## src/rtl/mem_bus_master_pkg.sv

```systemverilog
// mem_bus_master_pkg: MIPS load/store opcodes, FSM state encoding and opcode class helpers
package mem_bus_master_pkg;
  localparam logic [5:0] OPCODE_LB  = 6'h20;
  localparam logic [5:0] OPCODE_LH  = 6'h21;
  localparam logic [5:0] OPCODE_LWL = 6'h22;
  localparam logic [5:0] OPCODE_LW  = 6'h23;
  localparam logic [5:0] OPCODE_LBU = 6'h24;
  localparam logic [5:0] OPCODE_LHU = 6'h25;
  localparam logic [5:0] OPCODE_LWR = 6'h26;
  localparam logic [5:0] OPCODE_SB  = 6'h28;
  localparam logic [5:0] OPCODE_SH  = 6'h29;
  localparam logic [5:0] OPCODE_SW  = 6'h2b;
  typedef logic [1:0] state_t;
  localparam state_t IDLE = 2'd0;
  localparam state_t BUS  = 2'd1;
  localparam state_t RESP = 2'd2;
  function automatic logic is_load(input logic [5:0] op);
    return op inside {OPCODE_LB, OPCODE_LBU, OPCODE_LH, OPCODE_LHU, OPCODE_LW, OPCODE_LWL, OPCODE_LWR};
  endfunction
  function automatic logic is_store(input logic [5:0] op);
    return op inside {OPCODE_SB, OPCODE_SH, OPCODE_SW};
  endfunction
endpackage

```

## src/rtl/mem_bus_master_store_lane_steer.sv

```systemverilog
// store_lane_steer: replicates store data across lanes and derives byte enables from opcode and address lsbs
module store_lane_steer
  import mem_bus_master_pkg::*;
(
  input  logic [5:0]  opcode,
  input  logic [1:0]  lsb,
  input  logic [31:0] wdata,
  output logic [31:0] writedata,
  output logic [3:0]  byteenable
);
  always_comb begin
    writedata  = opcode == OPCODE_SB ? {4{wdata[7:0]}} : opcode == OPCODE_SH ? {2{wdata[15:0]}} : wdata;
    byteenable = opcode == OPCODE_SB ? 4'b0001 << lsb : opcode == OPCODE_SH ? (lsb[1] ? 4'b1100 : 4'b0011) : 4'b1111;
  end
endmodule

```

## config.mk

```make
export PLATFORM = sky130hd
export DESIGN_NAME = store_lane_steer
export DESIGN_NICKNAME = d
export VERILOG_FILES = /design/src/rtl/mem_bus_master_pkg.sv /design/src/rtl/mem_bus_master_store_lane_steer.sv
export SDC_FILE = /design/constraint.sdc
export NUM_CORES = 1
export LEC_CHECK = 0
export ABC_AREA = 1
export CAP_MARGIN = 20
export CORE_MARGIN = 2
export CORE_UTILIZATION = 27
export DETAILED_ROUTE_END_ITERATION = 6
export MAX_ROUTING_LAYER = met4
export PLACE_DENSITY = 0.95
export SLEW_MARGIN = 10
export SYNTH_ARGS = -nofsm -noshare
export SYNTH_HDL_FRONTEND = slang
export SYNTH_SLANG_ARGS = --single-unit
export TNS_END_PERCENT = 1
```

## constraint.sdc

```tcl
create_clock -name vclk -period 1.9
set_clock_uncertainty 0.2 [all_clocks]
set_input_delay 0.38 -clock vclk [all_inputs]
set_output_delay 0.38 -clock vclk [all_outputs]
set_load 0.005 [all_outputs]
```

==> parameters.txt, run 1 <==
Parameter                              Value

Floorplan
  Initial Utilization    29.3%
  Num rows    15
  Die Footprint    2280 um2
  Placeable core region    1760 um2
  Die Width    47.7 um
  Top-level I/O count    76
  DIE HEIGHT    47.7 um

Clock tree
  Hold-fix buffers at CTS    0

Pwr
  Portion of total power attributed to sequential cells    0%
  Power share of the clock group    0%
  Max VDD drop    0.114 mV
  Power density normalized to cell area    168 nW/um2
  Net Sw Frac    40.3%
  Cell internal pwr    143 uW
  Comb pwr share    100.0%
  Net switching power    96.5 uW
  Leakage power figure    0.793 nW

Yosys
  Netlist area before placement    517 um2
  Number of standard cells after synthesis    116
  Synth Net Count    156
  Number of distinct library cell variants in the gate-level netlist after synthesis    15
  Syn_area_per_cell    4.45 um2
  Yosys Warn Count    0
  Sequential fraction of the synthesis area    0%

Hold path
  Min-Delay Startpoint    lsb[1]
  Worst min path class    in -> out
  Depth of the worst hold-timing path    4
  Endpoint with the worst hold slack    byteenable[0]

Timing
  Headroom to the max-slew limit    87.9%
  Fin Hold WS    1.02 ns
  RSZ-0062 raised after global routing    true
  Highest attainable clock frequency    512 MHz
  Worst Max-Slew Pin Slew    0.181 ns
  Endpoints failing hold    0
  Number of failing setup endpoints in the final timing report    6
  Fraction of the cycle the final worst path needs    103%
  Count of pins over their slew limit    0
  Minimum period implied by the final worst setup slack    1.95 ns
  Setup ws final    -0.0541 ns
  Final sum of negative setup slack    -0.206 ns

GRT
  GRT Overall Usage    27.9%
  Grt ovf    0
  Vias in the first global route    1068
  First-pass GRT wire length    4420 um
  Antenna violations before repair    0
  Largest net degree at the start of global routing    8

Flow run
  Max-cap violations    0

Finish
  Number of inserted diodes    0
  Commonest non-fill, non-tap cell in the layout    nand2_1
  Post-synthesis to final-layout area growth    176%
  Number of sequential cells    0
  Multi-input gate area in the final layout    477 um2
  Layout cells sized above 1    40.9%
  Footprint of the flip-flops and latches    0 um2
  Commonest cells after routing, fill and taps aside    65 x nand2_1, 33 x clkdlybuf4s50_1, 25 x buf_2
  CLK BUF    0
  NumNets Final    250
  Filler cell count    138

Setup path
  Type of destination of the critical path    output pin
  WP data arrival    1.37 ns
  Startpoint class of the critical path    input pin
  Critical Path Fanout Max    5
  Critical Path RT    1.32 ns
  CP Class    in -> out

Routing
  Remaining antenna violation count    0
  Number of DRC violations after detailed routing    0
  Average wire per standard cell    13.7 um
  Routed via count    1102
  Detailed-routing iteration count for the pre-antenna-repair pass    4
  Via density per instance    4.73
  Number of DRC markers in iteration 0    17
  Total wire length after detailed routing    3190 um

Place
  Number of buffers added on ports    76
  Final GP Congestion    0.695
  Half-perimeter wire length after detailed placement    2030 um

Outcome
  Status    complete, but fails checks
  Failing checks    setup timing
power by group through the flow:
stage	clock network (mW)	logic, mW	registers [mW]
floorplan	0	0.0673	0
global placement	0	0.236	0
detailed placement	0	0.242	0
CTS	0	0.226	0
global route	0	0.256	0
finish	0	0.239	0
cell type report:
cell class | count | share of cell area [%]
tap | 25 | 2.20
multi-input combinational | 94 | 33.5
inverter | 12 | 3.69
timing repair buffer | 102 | 60.6
worst max-delay path: stages:
cell	delay (ns)
buf_6	0.09
nor2_4	0.17
nand2_2	0.09
nor2_4	0.12
buf_6	0.14
buf_6	0.10
nand2_2	0.04
nand2_2	0.07
nand2_1	0.05
buf_2	0.13
metal layers:
layer	share of wire, %	track usage [%]	up-vias
met5	0	-	-
met4	3.8	11.4	0
met3	6.6	3.77	10
met2	56	54.9	54
met1	34	26.4	511
li1	-	-	527
how the worst max path moves through the flow:
stage | from | to | cells past startpoint
2_1_floorplan | opcode[4] | writedata[30] | 7
3_3_place_gp | opcode[1] | writedata[31] | 7
3_5_place_dp | opcode[4] | writedata[28] | 7
4_1_cts | opcode[2] | writedata[24] | 10
5_1_grt | opcode[4] | writedata[28] | 10
6_report | opcode[4] | writedata[28] | 10
cells in the mapped netlist:
library cell | n | area (um2)
nand2_1 | 78 | 293
inv_1 | 10 | 37.5
buf_4 | 8 | 60.1
o21ai_0 | 4 | 20.0
nand3_1 | 3 | 15.0
inv_2 | 2 | 7.51
nor2_1 | 2 | 7.51
nor2_4 | 2 | 22.5
a21oi_1 | 1 | 5.00
a21oi_2 | 1 | 8.76
buf_2 | 1 | 5.00
buf_6 | 1 | 11.3
nand2_2 | 1 | 6.26
nand3_2 | 1 | 10.0
nand3b_1 | 1 | 7.51
metrics by stage:
stage | total power, mW | cell area [um2] | cells | setup slack [ns] | utilization [%]
4_1_cts | 0.226 | 1390 | 233 | -0.0219 | 78.6
3_3_place_gp | 0.236 | 1320 | 217 | -0.662 | 74.8
2_1_floorplan | 0.0673 | 517 | 116 | 0.315 | -
5_1_grt | 0.256 | 1420 | 233 | -0.100 | 80.7
3_5_place_dp | 0.242 | 1320 | 217 | -0.714 | 74.8
6_report | 0.239 | 1420 | 233 | -0.0541 | 80.7
cells by family (layout without fill, tap and decap cells):
family,Yosys count,count (layout),synth area share [%]
buffers and inverters,22,114,23.5
and+or+nand+nor,88,88,70.0
AOI/OAI and AO/OA,6,6,6.54
timing repair:
action	CTS	global route
resized for setup	160	23
buffers inserted	17	0
setup endpoints to repair	36	26
cloned	0	0
pin swaps	11	9
(Power assumes the default switching activity.)
==> inputs of run 2 (changes only) <==
--- a/config.mk
+++ b/config.mk
@@ -12,6 +12,7 @@
 export DETAILED_ROUTE_END_ITERATION = 6
 export MAX_ROUTING_LAYER = met4
 export PLACE_DENSITY = 0.95
+export RECOVER_POWER = 50
 export SLEW_MARGIN = 10
 export SYNTH_ARGS = -nofsm -noshare
 export SYNTH_HDL_FRONTEND = slang
==> run 2 against run 1 <==
The run still ends with setup timing left; setup slack is essentially flat; hold slack is the same; combinational power is essentially flat; flip-flop and latch count is the same; critical path depth is the same; global-route usage is the same; largest cell class unchanged.
==> parameters.txt, run 2 (synthesis results as in run 1) <==
Parameter                              Value

GRT
  Antenna violations before repair    0 (unchanged)
  GRT Overall Usage    27.9% (unchanged)
  Largest net degree at the start of global routing    8 (unchanged)
  Vias in the first global route    1068 (unchanged)
  First-pass GRT wire length    4420 um (unchanged)
  Grt ovf    0 (unchanged)

Setup path
  Max stage delay on crit path    0.17 ns (about the same)
  Critical Path Fanout Max    5 (unchanged)
  Startpoint class of the critical path    input pin
  Cells along the critical path    buf_6, nor2_4, nand2_2, nor2_4, buf_6, buf_6, nand2_2, nand2_2, nand2_1, buf_2
  CP delay by family, top    simple AND/OR/NAND/NOR gates
  CP Class    in -> out
  CP max stage cell    nor2_4
  WP data arrival    1.37 ns (about the same)
  WP buf/inv    4 (unchanged)
  Critical Path RT    1.32 ns (about the same)
  Type of destination of the critical path    output pin

Finish
  Post-synthesis to final-layout area growth    175% (about the same)
  Fraction of the core area covered by cells at the end of the flow    80.6% (about the same)
  Layout cells sized above 1    40.4% (-0.48 points)
  Filler cell count    139 (+0.72%)
  NumNets Final    250 (unchanged)
  Commonest non-fill, non-tap cell in the layout    nand2_1
  Post-Layout Cell Count    233 (unchanged)
  Footprint of the flip-flops and latches    0 um2 (unchanged)
  CLK BUF    0 (unchanged)
  Number of inserted diodes    0 (unchanged)
  Commonest cells after routing, fill and taps aside    65 x nand2_1, 26 x clkdlybuf4s50_1, 24 x buf_2
  Number of sequential cells    0 (unchanged)

Clock tree
  Hold-fix buffers at CTS    0 (unchanged)

Place
  Final GP Congestion    0.695 (unchanged)
  Worst-case setup slack after placement    -0.714 ns (unchanged)
  Number of buffers added on ports    76 (unchanged)
  Total placed cells including tap cells    217 (unchanged)
  Half-perimeter wire length after detailed placement    2030 um (unchanged)

Routing
  Total wire length after detailed routing    3190 um (about the same)
  Average wire per standard cell    13.7 um (about the same)
  Detailed-routing iteration count for the pre-antenna-repair pass    4 (unchanged)
  Routed via count    1102 (unchanged)
  Number of DRC violations after detailed routing    0 (unchanged)
  Number of DRC markers in iteration 0    17 (unchanged)
  Via density per instance    4.73 (unchanged)
  Remaining antenna violation count    0 (unchanged)

Timing
  Endpoints failing hold    0 (unchanged)
  Count of pins over their slew limit    0 (unchanged)
  Minimum period implied by the final worst setup slack    1.95 ns (-0.0000423 ns)
  RSZ-0062 raised after global routing    true
  Worst Max-Slew Pin Slew    0.181 ns (unchanged)
  Headroom to the max-slew limit    87.9% (unchanged)
  Highest attainable clock frequency    512 MHz (about the same)
  Setup ws final    -0.0541 ns (+0.0000423 ns)
  Fraction of the cycle the final worst path needs    103% (about the same)
  Number of failing setup endpoints in the final timing report    7 (+1)

Outcome
  Status    complete, but fails checks
  Failing checks    setup timing

Floorplan
  Initial Utilization    29.3% (unchanged)
  Top-level I/O count    76 (unchanged)
  Die Footprint    2280 um2 (unchanged)
  Die Width    47.7 um (unchanged)
  Num rows    15 (unchanged)
  Placeable core region    1760 um2 (unchanged)
  DIE HEIGHT    47.7 um (unchanged)

Flow run
  Max-cap violations    0 (unchanged)

Hold path
  Endpoint with the worst hold slack    byteenable[0]
  Min-Delay Startpoint    lsb[1]
  Depth of the worst hold-timing path    4 (unchanged)
  Worst min path class    in -> out

Pwr
  Leakage power figure    0.792 nW (-0.12%)
  Max VDD drop    0.113 mV (-0.28%)
  Power density normalized to cell area    166 nW/um2 (-1.2%)
run 2: cell count changes in the layout (fill, tap and decap cells not counted):
cell | before | now
clkbuf_1 | 0 | 1
clkdlybuf4s50_1 | 33 | 26
dlygate4sd3_1 | 0 | 7
buf_2 | 25 | 24
run 2: worst max-delay path by stage:
| stage | slack [ns] | to | cells after the start | start |
|---|---|---|---|---|
| after global routing | -0.10 | writedata[28] | 10 | opcode[4] |
| final | -0.05 | writedata[28] | 10 | opcode[4] |
| after CTS | -0.02 | writedata[24] | 10 | opcode[2] |
| after detailed placement | -0.71 | writedata[28] | 7 | opcode[4] |
| after floorplan | 0.32 | writedata[30] | 7 | opcode[4] |
| after global placement | -0.66 | writedata[31] | 7 | opcode[1] |
run 2: area by class of cell:
cell class | instances | area (um2) | area share, %
tap | 25 | 31.3 | 2.20
timing repair buffer | 102 | 862 | 60.6
inverter | 12 | 52.6 | 3.69
multi-input combinational | 94 | 477 | 33.5
run 2: metrics by stage:
step / instance area, um2 / total power, mW / TNS, ns / hold slack, ns
4_1_cts: 1390 / 0.226 / -0.0621 / 1.05
3_3_place_gp: 1320 / 0.236 / -17.94 / 1.45
3_5_place_dp: 1320 / 0.242 / -19.52 / 1.45
6_report: 1420 / 0.236 / -0.220 / 1.02
5_1_grt: 1420 / 0.253 / -0.785 / 1.05
2_1_floorplan: 517 / 0.0673 / 0 / 0.630
run 2: per-layer routing:
layer	global-route usage (%)	part of all wire (%)	vias to the layer above
li1	-	-	527
met1	26.4	34	511
met2	54.9	56	54
met3	3.77	6.3	10
met4	11.4	3.8	0
met5	-	0	-
run 2: tightest hold or removal path, cell delays in order:
cell and delay [ns]:
dlymetal6s2s_1 0.15, buf_4 0.14, o21ai_1 0.05, buf_2 0.12
run 2: report_power, final:
part / total [mW] / switching, mW / internal [mW]
Sequential: 0 / 0 / 0
Combinational: 0.236 / 0.0966 / 0.140
Clock: 0 / 0 / 0
Total: 0.236 / 0.0966 / 0.140
run 2: what timing repair did:
action	CTS	global route
endpoints found under the setup margin	36	26
endpoints found under the hold margin	0	0
resized for setup	160	23
buffers inserted	17	0
pin swaps	11	9
